File: src/rtl/game_timer.sv
// rtl/game_timer.sv - prescaled up/down game timer with pause, done detection and optional auto-reload
// Optional lap capture ports are enabled by defining GAME_TIMER_LAP_EN.
module game_timer #(
    parameter int CLK_HZ      = 10_000_000,
    parameter int TICK_HZ     = 10,
    parameter int CNT_W       = 10,
    parameter bit AUTO_RELOAD = 1'b0
) (
    input  logic             CLOCK10M,
    input  logic             KEY0,
    input  logic             SWITCH0,
    input  logic             start,
    input  logic             dir,
    input  logic [CNT_W-1:0] load_val,
`ifdef GAME_TIMER_LAP_EN
    input  logic             lap,
    output logic [CNT_W-1:0] lap_out,
    output logic             lap_valid,
`endif
    output logic [CNT_W-1:0] counter_out,
    output logic             tick,
    output logic             running,
    output logic             done,
    output logic [1:0]       state_out
);
    localparam int TICK_DIV = CLK_HZ / TICK_HZ;
    localparam int PRE_W    = $clog2(TICK_DIV);
    localparam logic [PRE_W-1:0] PRE_LAST = PRE_W'(TICK_DIV - 1);

    typedef enum logic [1:0] {
        IDLE  = 2'b00,
        RUN   = 2'b01,
        PAUSE = 2'b10,
        DONE  = 2'b11
    } state_t;

    state_t           state;
    state_t           state_next;
    logic [PRE_W-1:0] pre;
    logic [PRE_W-1:0] pre_next;
    logic [CNT_W-1:0] limit_r;
    logic [CNT_W-1:0] limit_next;
    logic [CNT_W-1:0] cnt_next;
    logic [CNT_W-1:0] stepped;
    logic             dir_r;
    logic             dir_next;
    logic             tick_next;
    logic             done_next;
    logic             terminal;

    always_ff @(posedge CLOCK10M) begin
        if (KEY0) begin
            state       <= IDLE;
            pre         <= '0;
            limit_r     <= '0;
            dir_r       <= 1'b0;
            counter_out <= '0;
            tick        <= 1'b0;
            done        <= 1'b0;
            running     <= 1'b0;
        end else begin
            state       <= state_next;
            pre         <= pre_next;
            limit_r     <= limit_next;
            dir_r       <= dir_next;
            counter_out <= cnt_next;
            tick        <= tick_next;
            done        <= done_next;
            running     <= (state_next == RUN);
        end
    end

    assign state_out = state;

    always_comb begin
        state_next = state;
        pre_next   = pre;
        limit_next = limit_r;
        dir_next   = dir_r;
        cnt_next   = counter_out;
        tick_next  = 1'b0;
        done_next  = done;
        stepped    = dir_r ? (counter_out - CNT_W'(1)) : (counter_out + CNT_W'(1));
        terminal   = dir_r ? (stepped == '0) : (stepped == limit_r);

        if (start) begin
            // Restart from any state; a tick falling on this edge is discarded.
            limit_next = load_val;
            dir_next   = dir;
            cnt_next   = dir ? load_val : '0;
            pre_next   = '0;
            done_next  = 1'b0;
            state_next = RUN;
            if (load_val == '0 && !AUTO_RELOAD) begin
                done_next  = 1'b1;
                state_next = DONE;
            end
        end else begin
            case (state)
                RUN, PAUSE: begin
                    done_next = 1'b0;
                    if (!SWITCH0) begin
                        state_next = PAUSE;
                    end else begin
                        // Resuming from PAUSE counts on the same edge so no prescaler phase is lost.
                        state_next = RUN;
                        if (limit_r != '0) begin
                            if (pre == PRE_LAST) begin
                                pre_next  = '0;
                                tick_next = 1'b1;
                                if (!terminal) begin
                                    cnt_next = stepped;
                                end else if (AUTO_RELOAD) begin
                                    cnt_next  = dir_r ? limit_r : '0;
                                    done_next = 1'b1;
                                end else begin
                                    cnt_next   = stepped;
                                    done_next  = 1'b1;
                                    state_next = DONE;
                                end
                            end else begin
                                pre_next = pre + PRE_W'(1);
                            end
                        end
                    end
                end
                default: begin
                end
            endcase
        end
    end

`ifdef GAME_TIMER_LAP_EN
    always_ff @(posedge CLOCK10M) begin
        if (KEY0) begin
            lap_out   <= '0;
            lap_valid <= 1'b0;
        end else begin
            lap_valid <= lap && !start && (state != IDLE);
            if (lap && !start && (state != IDLE)) begin
                lap_out <= counter_out;
            end
        end
    end
`endif

endmodule

File: config.mk
export PLATFORM = sky130hd
export DESIGN_NAME = game_timer
export DESIGN_NICKNAME = d
export VERILOG_FILES = /design/src/rtl/game_timer.sv
export SDC_FILE = /design/constraint.sdc
export NUM_CORES = 1
export LEC_CHECK = 0
export ABC_AREA = 0
export BUFFER_PORTS_ARGS = -buffer_cell sky130_fd_sc_hd__buf_2
export CORE_UTILIZATION = 53
export DETAILED_ROUTE_END_ITERATION = 10
export PLACE_DENSITY = 0.81
export SLEW_MARGIN = 20
export SYNTH_ARGS = -nofsm -noshare
export SYNTH_HDL_FRONTEND = slang
export SYNTH_SLANG_ARGS = --single-unit
export TNS_END_PERCENT = 5
File: constraint.sdc
create_clock -name CLOCK10M -period 2.6 [get_ports CLOCK10M]
set_input_delay 0.52 -clock CLOCK10M [delete_from_list [all_inputs] [get_ports CLOCK10M]]
set_output_delay 0.52 -clock CLOCK10M [all_outputs]
set_load 0.05 [all_outputs]
## After elaboration in Yosys (flattened, before gate mapping)

Index checks and enable logic that the tools add are counted.

- Register bits after elaboration: 46
- Word-level logic and storage cells: 55
- Output and inout bits: 15
- Input port bits: 15

- Bitwise gates (word level): 3
- Equality and inequality tests: 5
- Add/subtract/negate cells: 3
- Reductions and logical operators: 12
- Multiplexer cells: 24

Operators by type and width:

| kind | number |
|---|---|
| 2-to-1 mux 10 bit | 7 |
| adder 20 x 1 -> 20 bit, second input constant | 1 |
| equality test 20 bit, second input constant | 1 |
| logical NOT 10 bit | 2 |
| 2-to-1 mux 20 bit | 1 |
| 2-to-1 mux 2 bit | 7 |
| adder 10 x 1 -> 10 bit, second input constant | 1 |
| equality test 10 bit | 1 |
| nonzero test 10 bit | 1 |
| subtractor 10 x 1 -> 10 bit, second input constant | 1 |
| 2-to-1 mux 1 bit | 9 |
| nonzero test 2 bit | 4 |
| OR reduction 5 bit | 1 |
| equality test 2 x 1 -> 1 bit, second input constant | 2 |
| AND reduction 4 bit | 1 |
| OR reduction 2 bit | 2 |
| NOT 1 bit | 3 |
| AND reduction 3 bit | 1 |
| equality test 2 bit, second input constant | 1 |

## Depth between registers and ports, before layout

Gate-level depths: netlist of run 1.

- Depth after elaboration: 11
- Depth in mapped cells: 10
- Mapped depth without buffers: 9

## Worst setup path after synthesis of run 1

No wires, ideal clock.

- Path type: register to register
- Start point: reg counter_out[0]
- End point: reg running
- Data required time: 2.484 ns
- Clock period less this slack: 2.940 ns
- Stages on the path, launching flop included: 10
- Buffers on the path: 0
- Setup time: 0.116 ns
- Slack: -0.340 ns
- Arrival: 2.824 ns
- Path through: dfxtp_1 fa_1 xor2_1 a2111oi_0 o311ai_0 nor4_2 nand4b_1 o221ai_2 a21oi_1 o211a_1

- Word-level cells in the longest chain between the ends: 11
- Elaborated cells on any way between the ends: 13
- Those cells by class: add/sub (2); eq/ne (2); mux (8); reduce/logical (1)

Ends and longest elaborated chain:

| item | RTL line | text |
|---|---|---|
| start, declared | 20 | `output logic [CNT_W-1:0] counter_out,` |
| start signal, assigned | 66 | `counter_out <= cnt_next;` |
| adder 10 x 1 -> 10 bit or subtractor 10 x 1 -> 10 bit (tied branches) | 83 | `stepped = dir_r ? (counter_out - CNT_W'(1)) : (counter_out + CNT_W'(1));` |
| 2-to-1 mux 10 bit (*) | 83 |  |
| equality test 10 bit or logical NOT 10 bit (tied branches) | 84 | `terminal = dir_r ? (stepped == '0) : (stepped == limit_r);` |
| 2-to-1 mux 1 bit (*) | 84 |  |
| 2-to-1 mux 2 bit (*) | 111 | `if (!terminal) begin` |
| 2-to-1 mux 2 bit (*) | 108 | `if (pre == PRE_LAST) begin` |
| 2-to-1 mux 2 bit (*) | 107 | `if (limit_r != '0) begin` |
| 2-to-1 mux 2 bit (*) | 102 | `if (!SWITCH0) begin` |
| 2-to-1 mux 2 bit (*) | 99 | `case (state)` |
| 2-to-1 mux 2 bit (*) | 86 | `if (start) begin` |
| equality test 2 x 1 -> 1 bit (*) | 69 | `running <= (state_next == RUN);` |
| end signal, assigned | 69 |  |
| end, declared | 22 | `output logic running,` |

Mark *: on every way between the ends. The rest lies on a longest branch, timed or not.
A chain may end at the register's enable or synchronous reset.

## Worst setup path after layout of run 1

- Start point: reg dir_r
- End point: reg state[1] (netlist: state_out[1])

- Word-level cells in the longest chain between the ends: 9
- Elaborated cells on any way between the ends: 10
- Those cells by class: eq/ne (1); mux (8); reduce/logical (1)

Ends and longest elaborated chain:

| item | RTL line | text |
|---|---|---|
| start, declared | 45 | `logic dir_r;` |
| start signal, assigned | 65 | `dir_r <= dir_next;` |
| 2-to-1 mux 10 bit | 83 |  |
| equality test 10 bit or logical NOT 10 bit (tied branches) | 84 |  |
| 2-to-1 mux 1 bit (*) | 84 |  |
| 2-to-1 mux 2 bit (*) | 111 |  |
| 2-to-1 mux 2 bit (*) | 108 |  |
| 2-to-1 mux 2 bit (*) | 107 |  |
| 2-to-1 mux 2 bit (*) | 102 |  |
| 2-to-1 mux 2 bit (*) | 99 |  |
| 2-to-1 mux 2 bit (*) | 86 |  |
| end signal, assigned | 62 | `state <= state_next;` |
| end, declared | 37 | `state_t state;` |

Marked as above.

==> results of run 1 <==
-- cell families after synthesis --
group | count (synthesis)
xor+xnor | 37
mux | 20
buf+inv | 14
simple gates | 123
fa+ha+maj | 11
compound gates | 48
flops | 46
-- worst reg2reg max path: cells and delay by family, from the launching register on --
kind	cells	cell delay [ns]
AO/OA/AOI/OAI	6	1.44
AND/OR/NAND/NOR	1	0.07
adder cells (fa/ha/maj)	1	0.35
XOR/XNOR	1	0.21
flip-flops	1	0.39
buffers and inverters	1	0.15
-- stage by stage --
step,setup TNS (ns),setup slack (ns)
floorplan,0,0.01282
global placement,-0.04781,-0.04781
detailed placement,-0.2702,-0.1570
CTS,-0.03126,-0.03126
global route,-0.4367,-0.1692
finish,-0.3059,-0.1280
-- what timing repair did --
item,CTS,global route
resized for setup,12,3
pin swaps,11,0
endpoints found under the setup margin,3,10
buffers inserted,3,0
-- power breakdown --
part	internal (mW)	leakage [nW]	total (mW)	switching (mW)
sequential	0.723	0.379	0.745	0.0217
combinational	0.141	0.891	0.321	0.180
clock	0.250	0.0567	0.516	0.266
total	1.11	1.33	1.58	0.468
-- sequential cells by signal, indices dropped and copies added (netlist names) --
register,flops
dir_r,1
running,1
tick,1
state_out,2
limit_r,10
done,1
counter_out,10
pre,20
-- cell type report --
type	instances	share of cell area (%)
clock buffer	6	2.911
clock inverter	2	0.4270
inverter	2	0.2329
multi-input combinational	239	54.62
sequential	46	29.19
tap	67	2.601
timing repair buffer	51	10.02
-- final timing paths --
path              slack [ns]                     endpoint  cells past startpoint                 start
hold reg to reg         0.51         pre[19]$_SDFFE_PP0P_                      2  pre[19]$_SDFFE_PP0P_
setup / recovery       -0.13      state_out[1]$_SDFF_PP0_                     10    dir_r$_SDFFE_PP0P_
hold / removal          0.47  counter_out[0]$_SDFFE_PP0P_                      3           load_val[0]
setup reg to reg       -0.13      state_out[1]$_SDFF_PP0_                     10    dir_r$_SDFFE_PP0P_
-- per-layer routing --
metal | GRT usage [%] | up-vias | part of all wire (%)
met5 | 0 | - | 0
met4 | 12.64 | 0 | 2.5
met3 | 5.525 | 18 | 5.7
met2 | 46.31 | 84 | 48
met1 | 32.38 | 1134 | 43
li1 | - | 1162 | -
-- placed cells by master, fill, tap and decap left out, types with 5 or more instances in the layout --
master and count:
a21oi_1 9, a31oi_1 12, buf_2 29, buf_4 21
clkbuf_8 5, dfxtp_1 38, ha_1 9, mux2i_1 19
nand2_1 14, nand4_1 8, nor2_1 60, nor3_1 6
xnor2_1 18, xor2_1 14
==> impl_metrics.json, run 1 <==
{
  "status": "complete, but fails checks",
  "violations": "setup timing",
  "syn_inst": 299,
  "postRouteAntennaNets": 0,
  "muxShareOfSynthArea_pct": 7.555,
  "synth_area_leaders": "dfxtp_1, nor2_1, mux2i_1",
  "period_needed_ns": 2.728,
  "cts_buffer_depth": 2,
  "stdcell_area_sq_um": 3223,
  "holdWs_ns": 0.4711,
  "core_area_sq_um": 4786,
  "setup_ws_ns": -0.1280,
  "critPathSlowestCell": "dfxtp_4",
  "power_leakage_nw": 1.327,
  "regArea_sq_um": 940.9,
  "async_flop_share_pct": 0,
  "crit_path_max_incr_delay_ns": 0.39,
  "hold_viol": 0,
  "yosys_warnings": 0,
  "powerDensity_nw_per_um2": 490.8,
  "syn_to_final_growth_pct": 20.88,
  "cts_tree": "done",
  "synthesis.nets": 325,
  "synth-simple-area-share_pct": 22.67,
  "stdcell_count": 413,
  "grt_max_degree": 27,
  "viasPerCell": 5.806,
  "synth_compound_area_share_pct": 12.62,
  "fin_worst_skew_ns": 0.007189,
  "synthesis.area_sq_um": 2666,
  "hp-class": "in -> reg",
  "grt_pass1_wl_um": 10860,
  "finish.utilization_pct": 67.35,
  "drtIter0Drc": 181,
  "die_w_um": 72.93,
  "synth_xor_area_share_pct": 14.78,
  "final-setup-viol-count": 3,
  "worstPathArrival_ns": 2.93,
  "ys_types": 54,
  "crit_family": "compound AO/OA/AOI/OAI gates",
  "route.detailed.drc": 0,
  "rsz0062_at_grt": "yes",
  "gp_congestion": 0.9407,
  "dp_hpwl_um": 4549,
  "ys_seq_area_share_pct": 34.54,
  "path_cells": "ha_1 > o21ai_0 > o21ai_1 > a41o_1 > a21oi_1 > xnor2_1 > o221ai_2 > buf_4 > a221oi_1 > nor2_1",
  "grt_usage_pct": 26.99,
  "grt-ovfl-total": 0,
  "layout.nets": 371,
  "crit_path_start_kind": "flip-flop",
  "drt_wl_total_um": 6669,
  "max_freq_mhz": 366.6,
  "worstSetupPathType": "reg -> reg",
  "report.final.slew_viol_count": 0,
  "multi_input_area_sq_um": 1760,
  "drtPass1Iterations": 4,
  "place_area_sq_um": 3023,
  "cts.sinks": 46,
  "synth_edf_count": 0,
  "portBuffers": 29,
  "finalPower_mw": 1.582,
  "antenna_found_initial": 0,
  "ctsHoldBuffers": 0,
  "synth_top_family_by_area": "simple AND/OR/NAND/NOR gates",
  "cts_buffers": 5,
  "maxCapViolCount": 0,
  "tightestPinTransition_ns": 0.4945,
  "diodes": 0,
  "synth_top_area_cell": "dfxtp_1",
  "place_inst": 402,
  "placement_rows": 25,
  "synth_flop_cell": "dfxtp_1",
  "root_buffer": "clkbuf_8",
  "drive_gt1_share_pct": 25.43,
  "nFillCells": 399,
  "crit_buf_inv": 1,
  "path_max_fanout": 8,
  "avgSynthCellArea_sq_um": 8.917,
  "synth-seq-cells": 46,
  "start_util_pct": 55.71,
  "grt_pass1_vias": 2299,
  "path_clk_slew_ns": 0.09,
  "post-route-period-util_pct": 104.9,
  "netlist_top_cells_count": "nor2_1, dfxtp_1, mux2i_1, xnor2_1",
  "pin_count": 30,
  "end_kind": "flip-flop",
  "via_count": 2398,
  "clkLatencyLatePin_ns": 0.31,
  "h-tree-depth": 2,
  "wl_per_cell_um": 16.15,
  "yosys.cell_count.top_type": "nor2_1",
  "ir_worst_vdd_mv": 0.4540,
  "max-slew-margin-rel_pct": 67.03,
  "die_area_sq_um": 5318,
  "yosysTopAreaCellShare_pct": 34.54,
  "dieHeight_um": 72.93,
  "required_ns": 2.80,
  "synthAdderAreaFrac_pct": 5.443
}
Note: power is estimated with default switching activity, not from simulation.
==> run 2: changes to the inputs <==
Settings changed: CORE_ASPECT_RATIO set to 0.5, GPL_TIMING_DRIVEN set to 0.
==> impl_metrics.json, run 2 (synthesis gave the netlist of run 1 again) <==
{
  "viasPerCell": 5.794,
  "route.detailed.drc": 0,
  "core_area_sq_um": 4616,
  "status": "complete, but fails checks",
  "wl_per_cell_um": 16.25,
  "crit_family": "compound AO/OA/AOI/OAI gates",
  "powerDensity_nw_per_um2": 469.4,
  "worstSetupPathType": "reg -> reg",
  "crit_path_max_incr_delay_ns": 0.41,
  "dieHeight_um": 52.16,
  "tightestPinTransition_ns": 0.6286,
  "period_needed_ns": 2.730,
  "drtIter0Drc": 78,
  "r2r_start": "dir_r$_SDFFE_PP0P_",
  "hold_path_depth": 3,
  "max_freq_mhz": 366.3,
  "path_clk_slew_ns": 0.10,
  "holdWs_ns": 0.4772,
  "power_leakage_nw": 1.298,
  "setup-tns-final_ns": -0.2545,
  "postRouteAntennaNets": 0,
  "final_common_cell": "nor2_1",
  "root_buffer": "clkbuf_8",
  "h-tree-depth": 2,
  "timing.rr.end": "running$_SDFF_PP0_",
  "cts.sinks": 46,
  "crit_buf_inv": 0,
  "hold_viol": 0,
  "grt_pass1_wl_um": 10600,
  "finish.utilization_pct": 72.13,
  "grt_max_degree": 15,
  "nFillCells": 365,
  "crit_path_start_kind": "flip-flop",
  "layout_common_cells": "nor2_1, dfxtp_1, buf_2",
  "worst-r2r-cell-count": 9,
  "report.final.slew_viol_count": 0,
  "critPathSlowestCell": "dfxtp_4",
  "drt_wl_total_um": 6693,
  "end_kind": "flip-flop",
  "via_count": 2387,
  "largest_register": "pre",
  "path_cells": "ha_2 > a211oi_4 > o21bai_4 > xnor3_1 > nor4_2 > nand4b_1 > o221ai_4 > a21oi_2 > o211a_1",
  "placement_rows": 17,
  "final-setup-viol-count": 3,
  "clkLatencyLatePin_ns": 0.31,
  "hp-class": "in -> reg",
  "worstPathArrival_ns": 2.95,
  "fin_worst_skew_ns": 0.01589,
  "die_w_um": 102.3,
  "violations": "setup timing",
  "antenna_found_initial": 0,
  "start_util_pct": 57.77,
  "cts_buffers": 5,
  "largest_reg_flops": 20,
  "hold_path_end": "limit_r[7]$_SDFFE_PP0P_",
  "cts_buffer_depth": 2,
  "max-slew-margin-rel_pct": 58.09,
  "gp_congestion": 0.8509,
  "rsz0062_at_grt": "yes",
  "grt_pass1_vias": 2258,
  "drive_gt1_share_pct": 26.59,
  "diodes": 0,
  "die_area_sq_um": 5336,
  "r2r_slack_ns": -0.13,
  "cts_tree": "done",
  "reg_top3": "pre (20), counter_out (10), limit_r (10)",
  "post-route-period-util_pct": 105.0,
  "maxCapViolCount": 0,
  "dp_hpwl_um": 4452,
  "pin_count": 30,
  "drtPass1Iterations": 4,
  "grt_usage_pct": 26.84,
  "path_max_fanout": 6,
  "setup_ws_ns": -0.1302,
  "ir_worst_vdd_mv": 0.3020,
  "required_ns": 2.82,
  "layout.nets": 371,
  "portBuffers": 27,
  "hp-start": "load_val[7]",
  "grt-ovfl-total": 0,
  "ctsHoldBuffers": 0,
  "stdcell_count": 412,
  "place_inst": 392,
  "syn_to_final_growth_pct": 24.87
}
==> run 2: changes by cell type in the layout (fill, tap and decap cells not counted), sizes merged <==
cell	delta
inv	-1
buf	-6
clkbuf	+6
clkinvlp	+1
==> run 2: area by class of cell <==
class | instances | area (sq um) | area share [%]
Buffer | 12 | 67.56 | 2.029
Clock buffer | 6 | 82.58 | 2.480
Clock inverter | 2 | 12.51 | 0.3758
Inverter | 2 | 7.507 | 0.2255
Multi-Input combinational cell | 239 | 1908 | 57.31
Sequential cell | 46 | 939.7 | 28.22
Tap cell | 66 | 82.58 | 2.480
Timing Repair Buffer | 39 | 229.0 | 6.877
==> run 2: tightest hold or removal path, delay by kind of cell <==
| kind | cells | cell delay (ns) |
|---|---|---|
| buf+inv | 1 | 0.10 |
| simple gates | 1 | 0.08 |
| mux | 1 | 0.06 |
==> run 2: what timing repair did <==
item | in CTS | in global routing
pin swaps | 16 | 9
endpoints found under the setup margin | 3 | 11
buffers inserted | 10 | 2
gates resized for setup | 25 | 16
==> run 2: layer usage <==
| layer | part of all wire [%] | routed length (um) | GRT usage [%] |
|---|---|---|---|
| met2 | 48 | 3217 | 46.98 |
| met5 | 0 | 0 | 0 |
| met3 | 5.6 | 372 | 4.167 |
| met1 | 45 | 3003 | 34.50 |
| met4 | 1.5 | 99 | 8.095 |
==> run 2: worst max-delay path by stage <==
| stage | start | to | slack (ns) | cells past startpoint |
|---|---|---|---|---|
| after floorplan | counter_out[7]$_SDFFE_PP0P_ | running$_SDFF_PP0_ | 0.01 | 8 |
| after global placement | dir_r$_SDFFE_PP0P_ | running$_SDFF_PP0_ | -0.31 | 9 |
| after detailed placement | dir_r$_SDFFE_PP0P_ | running$_SDFF_PP0_ | -0.35 | 9 |
| after CTS | counter_out[1]$_SDFFE_PP0P_ | running$_SDFF_PP0_ | -0.008 | 9 |
| after global routing | dir_r$_SDFFE_PP0P_ | running$_SDFF_PP0_ | -0.19 | 9 |
| final | dir_r$_SDFFE_PP0P_ | running$_SDFF_PP0_ | -0.13 | 9 |
==> run 2: power breakdown <==
group,leakage (nW),internal [mW],switching [mW]
logic,0.872,0.150,0.199
registers,0.379,0.723,0.0239
clock network,0.0472,0.214,0.253
==> run 2: metrics by stage <==
stage	total power, mW	worst slack (ns)	cell area, sq um
after floorplan	0.9657	0.01282	2696
after global placement	1.024	-0.3087	2914
after detailed placement	1.032	-0.3470	2914
after CTS	1.522	-0.008125	3214
after global routing	1.618	-0.1879	3329
final	1.563	-0.1302	3329
